===== config.mk =====
export PLATFORM = sky130hd
export DESIGN_NAME = im_port_arbiter_flat
export DESIGN_NICKNAME = d
export VERILOG_FILES = /design/src/rtl/im_port_arbiter_pkg.sv /design/src/rtl/im_port_arbiter_if.sv /design/src/rtl/im_port_arbiter_rr_arb2.sv /design/src/rtl/im_port_arbiter.sv /design/src/flat_wrapper.sv
export SDC_FILE = /design/constraint.sdc
export NUM_CORES = 1
export LEC_CHECK = 0
export BUFFER_PORTS_ARGS = -buffer_cell sky130_fd_sc_hd__clkbuf_2
export CORE_AREA = 2 2 84 86
export CTS_CLUSTER_SIZE = 8
export DETAILED_ROUTE_END_ITERATION = 12
export DIE_AREA = 0 0 86 88
export HOLD_SLACK_MARGIN = 0.08
export SETUP_SLACK_MARGIN = 0.3
export SLEW_MARGIN = 20
export SYNTH_ARGS = -nofsm -noshare
export SYNTH_HDL_FRONTEND = slang
export SYNTH_SLANG_ARGS = --single-unit

===== constraint.sdc =====
create_clock -name clk -period 3.8 [get_ports clk]
set_input_delay 0.76 -clock clk [delete_from_list [all_inputs] [get_ports clk]]
set_output_delay 0.76 -clock clk [all_outputs]
set_load 0.02 [all_outputs]

===== src/rtl/im_port_arbiter_pkg.sv =====
// Shared types and memory geometry for the instruction-memory port arbiter.
package im_arb_pkg;
    localparam int IM_ADDR_W = 10;
    localparam int IM_DATA_W = 32;

    typedef enum logic {S_LOAD, S_RUN} arb_state_t;
    typedef enum logic [1:0] {OWN_NONE, OWN_FETCH, OWN_LDR} owner_t;
endpackage


===== src/rtl/im_port_arbiter_if.sv =====
// Fetch, loader and instruction-memory signals of the arbiter; slave = arbiter side.
import im_arb_pkg::*;

interface im_port_arbiter_if #(
    parameter int ADDR_W = IM_ADDR_W,
    parameter int DATA_W = IM_DATA_W
);
    logic              f_req, f_gnt, f_rvalid;
    logic [ADDR_W-1:0] f_addr;
    logic [DATA_W-1:0] f_rdata;
    logic              l_req, l_we, l_gnt, l_rvalid, l_done;
    logic [ADDR_W-1:0] l_addr;
    logic [DATA_W-1:0] l_wdata, l_rdata;
    logic              run;
    logic [ADDR_W:0]   wr_count;
    logic              im_enable, im_read, im_write;
    logic [ADDR_W-1:0] im_address;
    logic [DATA_W-1:0] im_in, im_out;

    modport slave (
        input  f_req, f_addr, l_req, l_we, l_addr, l_wdata, l_done, im_out,
        output f_gnt, f_rvalid, f_rdata, l_gnt, l_rvalid, l_rdata, run, wr_count,
               im_enable, im_read, im_write, im_address, im_in
    );

    modport master (
        output f_req, f_addr, l_req, l_we, l_addr, l_wdata, l_done, im_out,
        input  f_gnt, f_rvalid, f_rdata, l_gnt, l_rvalid, l_rdata, run, wr_count,
               im_enable, im_read, im_write, im_address, im_in
    );
endinterface


===== src/rtl/im_port_arbiter_rr_arb2.sv =====
// Two-requester round-robin picker; req[0]=fetch, req[1]=loader.
module rr_arb2 (
    input  logic       clk,
    input  logic       rst,
    input  logic       en,
    input  logic [1:0] req,
    output logic [1:0] gnt
);
    // Reset to "loader last" so fetch wins the first contest.
    logic last_ldr;

    assign gnt[0] = en & req[0] & (~req[1] | last_ldr);
    assign gnt[1] = en & req[1] & (~req[0] | ~last_ldr);

    always_ff @(posedge clk) begin
        if (rst)         last_ldr <= 1'b1;
        else if (gnt[0]) last_ldr <= 1'b0;
        else if (gnt[1]) last_ldr <= 1'b1;
    end
endmodule


===== src/rtl/im_port_arbiter.sv =====
// Shares the single instruction-memory port between fetch and the program loader.
import im_arb_pkg::*;

module im_port_arbiter #(
    parameter int ADDR_W = IM_ADDR_W,
    parameter int DATA_W = IM_DATA_W
) (
    input logic              clk,
    input logic              rst,
    im_port_arbiter_if.slave bus
);
    arb_state_t      state, state_nxt;
    owner_t          owner, owner_nxt;
    logic [ADDR_W:0] wr_count;
    logic [1:0]      gnt;
    logic            arb_en;

    assign arb_en = ~rst;

    // Fetch is masked while the program is still being loaded.
    rr_arb2 u_rr (
        .clk (clk),
        .rst (rst),
        .en  (arb_en),
        .req ({bus.l_req, bus.f_req & (state == S_RUN)}),
        .gnt (gnt)
    );

    always_ff @(posedge clk) begin
        if (rst) state <= S_LOAD;
        else     state <= state_nxt;
    end

    always_comb begin
        state_nxt = state;
        if (state == S_LOAD && bus.l_done) state_nxt = S_RUN;
    end

    // Owner of the read whose data lands on im_out next cycle.
    always_comb begin
        owner_nxt = OWN_NONE;
        if (gnt[0])                   owner_nxt = OWN_FETCH;
        else if (gnt[1] & ~bus.l_we)  owner_nxt = OWN_LDR;
    end

    always_ff @(posedge clk) begin
        if (rst) owner <= OWN_NONE;
        else     owner <= owner_nxt;
    end

    always_ff @(posedge clk) begin
        if (rst)
            wr_count <= '0;
        else if (gnt[1] & bus.l_we & ~(&wr_count))
            wr_count <= wr_count + 1'b1;
    end

    always_comb begin
        bus.im_enable  = 1'b0;
        bus.im_read    = 1'b0;
        bus.im_write   = 1'b0;
        bus.im_address = '0;
        bus.im_in      = {DATA_W{1'b0}};
        if (gnt[0]) begin
            bus.im_enable  = 1'b1;
            bus.im_read    = 1'b1;
            bus.im_address = bus.f_addr;
        end else if (gnt[1]) begin
            bus.im_enable  = 1'b1;
            bus.im_read    = ~bus.l_we;
            bus.im_write   = bus.l_we;
            bus.im_address = bus.l_addr;
            bus.im_in      = bus.l_wdata;
        end
    end

    assign bus.f_gnt    = gnt[0];
    assign bus.l_gnt    = gnt[1];
    assign bus.f_rvalid = (owner == OWN_FETCH);
    assign bus.l_rvalid = (owner == OWN_LDR);
    assign bus.f_rdata  = bus.im_out;
    assign bus.l_rdata  = bus.im_out;
    assign bus.run      = (state == S_RUN);
    assign bus.wr_count = wr_count;
endmodule


===== src/flat_wrapper.sv =====
// flat-port wrapper written by rule: the top's interface ports become plain ports
module im_port_arbiter_flat 
#(
    parameter int ADDR_W = IM_ADDR_W,
    parameter int DATA_W = IM_DATA_W
)
  (clk, rst, bus_f_req, bus_f_addr, bus_l_req, bus_l_we, bus_l_addr, bus_l_wdata, bus_l_done, bus_im_out, bus_f_gnt, bus_f_rvalid, bus_f_rdata, bus_l_gnt, bus_l_rvalid, bus_l_rdata, bus_run, bus_wr_count, bus_im_enable, bus_im_read, bus_im_write, bus_im_address, bus_im_in);
  im_port_arbiter_if #(.ADDR_W(ADDR_W), .DATA_W(DATA_W)) bus_i ();
  input logic clk;
  input logic rst;
  input wire logic [$bits(bus_i.f_req)-1:0] bus_f_req;
  input wire logic [$bits(bus_i.f_addr)-1:0] bus_f_addr;
  input wire logic [$bits(bus_i.l_req)-1:0] bus_l_req;
  input wire logic [$bits(bus_i.l_we)-1:0] bus_l_we;
  input wire logic [$bits(bus_i.l_addr)-1:0] bus_l_addr;
  input wire logic [$bits(bus_i.l_wdata)-1:0] bus_l_wdata;
  input wire logic [$bits(bus_i.l_done)-1:0] bus_l_done;
  input wire logic [$bits(bus_i.im_out)-1:0] bus_im_out;
  output wire logic [$bits(bus_i.f_gnt)-1:0] bus_f_gnt;
  output wire logic [$bits(bus_i.f_rvalid)-1:0] bus_f_rvalid;
  output wire logic [$bits(bus_i.f_rdata)-1:0] bus_f_rdata;
  output wire logic [$bits(bus_i.l_gnt)-1:0] bus_l_gnt;
  output wire logic [$bits(bus_i.l_rvalid)-1:0] bus_l_rvalid;
  output wire logic [$bits(bus_i.l_rdata)-1:0] bus_l_rdata;
  output wire logic [$bits(bus_i.run)-1:0] bus_run;
  output wire logic [$bits(bus_i.wr_count)-1:0] bus_wr_count;
  output wire logic [$bits(bus_i.im_enable)-1:0] bus_im_enable;
  output wire logic [$bits(bus_i.im_read)-1:0] bus_im_read;
  output wire logic [$bits(bus_i.im_write)-1:0] bus_im_write;
  output wire logic [$bits(bus_i.im_address)-1:0] bus_im_address;
  output wire logic [$bits(bus_i.im_in)-1:0] bus_im_in;
  assign bus_i.f_req = bus_f_req;
  assign bus_i.f_addr = bus_f_addr;
  assign bus_i.l_req = bus_l_req;
  assign bus_i.l_we = bus_l_we;
  assign bus_i.l_addr = bus_l_addr;
  assign bus_i.l_wdata = bus_l_wdata;
  assign bus_i.l_done = bus_l_done;
  assign bus_i.im_out = bus_im_out;
  assign bus_f_gnt = bus_i.f_gnt;
  assign bus_f_rvalid = bus_i.f_rvalid;
  assign bus_f_rdata = bus_i.f_rdata;
  assign bus_l_gnt = bus_i.l_gnt;
  assign bus_l_rvalid = bus_i.l_rvalid;
  assign bus_l_rdata = bus_i.l_rdata;
  assign bus_run = bus_i.run;
  assign bus_wr_count = bus_i.wr_count;
  assign bus_im_enable = bus_i.im_enable;
  assign bus_im_read = bus_i.im_read;
  assign bus_im_write = bus_i.im_write;
  assign bus_im_address = bus_i.im_address;
  assign bus_im_in = bus_i.im_in;
  im_port_arbiter #(.ADDR_W(ADDR_W), .DATA_W(DATA_W)) u_core (.clk(clk), .rst(rst), .bus(bus_i));
endmodule

==> results.txt <==
* Status: complete, no violations
- Setup Crit Path Kind: input pin to output pin
- # nets final: 343
- Drt first pass iters: 4
- Crit share post-route: 0.817
* Clk buf depth: 2
* Clock tree from TritonCTS: done
* Routability-driven placement congestion ratio: around 0.7
- Final wirelength: roughly 5000 um
- Core Footprint: 6640 um^2
- The die is 86 um wide.
* Crit path time final: roughly 3.1 ns
- In the final timing run, aggregate negative setup slack is 0 ns.
* Vias in the first global route: approximately 1300
- IO buf count: 118
- In the routed layout, each cell is associated on average with a via count of 4.43.
- The routed design uses 396 um of met3 wire.
* Global-route wire length before repair: roughly 6700 um
- Total of max-cap violations: 0
* Diodes inserted: 0
- Gates resized during post-CTS repair numbered 0.
- Startpoint of the tightest hold check path: u_core.bus.wr_count[8]
* Antenna viol nets, final: 0
- Reg2reg start: u_core.bus.wr_count[0]
- Total of flip-flops plus latches after synthesis: 15
- In this run, post-CTS hold repair placed 0 buffers.
- Endpoint class of the critical path: output pin
* Number of top-level design ports: 215
- Signal routing reaches up to met4.
* Slew Limit Fails: 0
- Vias: 1465
- The number of antenna violations at the first check in global routing is 0.
* H-tree depth: 1
- Largest net degree at the start of global routing: 28
- In the final routing, the length of wire on met1 measures 2150 um.
- Dividing total power by cell area gives a power density of 236 nW/um^2.
- In the detailed route, the total length drawn on met2 is approximately 2200 um.
* Clock transition at path regs: 0.06 ns
- In the final layout, the share of cells above drive strength 1 is 0.534.
* Most frequent cells after synthesis: 64 x buf_4, 33 x and2_1, 15 x dfxtp_1
* Clock network latency to the later pin of the worst-skew pair: between 0.2 and 0.3 ns
* Arrival @ worst endpoint: 2.34 ns
- The number of clock buffers added by TritonCTS is 3.
- Async set-or-reset flop fraction in the synthesized netlist: 0
* Synthesized instance count: 200
- Overall track demand over capacity in global routing: 0.116
- The synthesized design contains 0 enable-type register cells.
- Area of the mapped netlist: 1570 um^2
- Flip-flop cell with the highest count after synthesis: dfxtp_1
* Die footprint: 7570 um^2
- Leftover overflow at the end of global routing: 0
* Die H: ~90 um
* Portion of synthesized cell area occupied by the leading cell type: 0.306
- DP Cell Count: 327
- After the first detailed-routing iteration, the DRC count stood at 39.
- Crit Path Max Fanout: 27
* Final routed DRC violation total: 0
- FMAX: around 320 MHz
* Synth area leaders: buf_4 31%, dfxtp_1 19%, and2_1 13%
- Headroom to the max-slew limit came out at 0.649.
* Max Clock Skew: 0.00822 ns
* Core Rows: 30
* Worst Max-Slew Pin Slew: 0.526 ns
- Tracing the worst setup path back leads to its startpoint at rst.
- Summed over all cells, the static leakage comes to 0.974 nW.
- Mean instance size in the synthesized netlist: ~7.9 um^2
* Number of fillers in the final layout: 734
* Layout-stage area growth over the synthesis result: 15.0%
- Post-synthesis cell type count: 36
- Tightest Hold Check Type: register to register
* Initial core utilization: 0.237
* Setup-violating endpoint count in the final report: 0
- Wirelength per Cell: about 15 um
- The worst setup path is launched from an input pin.
- By instance count, the leading cell after synthesis is buf_4.
- The tree built by TritonCTS fans out to 15 sinks.
- Setup repair after global routing left no endpoint under its margin.
- Required time of the critical path: 3.04 ns
- The biggest area contributor in the post-synthesis netlist is buf_4.
* Number of warning messages in the yosys log: 0
* Non-Filler Instances: ~330
- The share of the Yosys chip area taken by registers is 0.191.
- The count of final hold-check violations was 0.
- Setup repair bufs after CTS: 0
- VDD sags by at most ~98 uV.
- The HPWL after detailed placement is 4100 um.
* Syn_nets: 291
- The cell sitting at the root of the clock tree is a clkbuf_8.
==> registers in the layout (all words and copies together) (netlist names) <==
register / cells
u_core.u_rr.last_ldr: 1
u_core.owner: 2
u_core.bus.wr_count: 11
u_core.bus.run: 1
==> stage by stage <==
step	setup slack (ns)	total power (W)	util	hold slack (ns)	instance area [um^2]
final	0.696	0.000426	0.272	0.508	1810
after global routing	0.467	0.000452	0.272	0.535	1810
after CTS	0.633	0.000434	0.272	0.510	1810
after detailed placement	0.630	0.000296	0.265	0.501	1760
after global placement	0.732	0.000296	0.265	0.484	1760
after floorplan	1.13	0.000332	-	0.504	1570
==> cell type report <==
class,instances,area (um^2),share of cell area
clock buffers,3,41.3,0.0228
clock inverters,1,7.51,0.00415
inverters,5,18.8,0.0104
multi-input cells,107,734,0.406
flip-flops and latches,15,300,0.166
well taps,80,100,0.0554
repair buffers,120,606,0.335
==> cells in the final DEF (no fill, tap or decap), drive strengths merged, types with 5 or more instances in the layout <==
master and n:
a21oi 7, a22o 10, and2 33, and3 6, clkbuf 121, dfxtp 15
inv 5, nand3 6, nor2 6
==> report_power, final <==
group | switching, W | total (W) | internal, W | leakage (nW)
Combinational | 0.0000736 | 0.000128 | 0.0000545 | 0.831
Clock | 0.0000621 | 0.000136 | 0.0000737 | 0.0217
Sequential | 0.00000253 | 0.000162 | 0.000160 | 0.122
==> worst max-delay path: stages <==
cell and delay, ns:
clkbuf_2 0.22, inv_1 0.15, and3_1 0.50, buf_4 0.34, a22o_1 0.18, clkbuf_2 0.17
==> layer usage <==
layer  up-vias  global-route usage
met4         0              0.0577
met3        27              0.0386
met1       654               0.158
li1        721                   -
met2        63               0.161
met5         -                   0
==> kinds of logic after synthesis <==
logic type               Yosys count  synth area share
AO/OA/AOI/OAI                     32             0.149
adder cells (fa/ha/maj)            1           0.00796
AND/OR/NAND/NOR                   74             0.311
flip-flops                        15             0.191
buffers and inverters             78             0.342
==> worst paths after layout <==
path	to	slack [ns]	cells past startpoint
worst min register to register	u_core.bus.wr_count[8]	0.51	2
worst max-delay path	bus_im_address[2]	0.70	6
worst max register to register	u_core.bus.wr_count[5]	2.00	5
worst min-delay path	u_core.bus.wr_count[8]	0.51	2
Power figures use the tool's default switching activity.
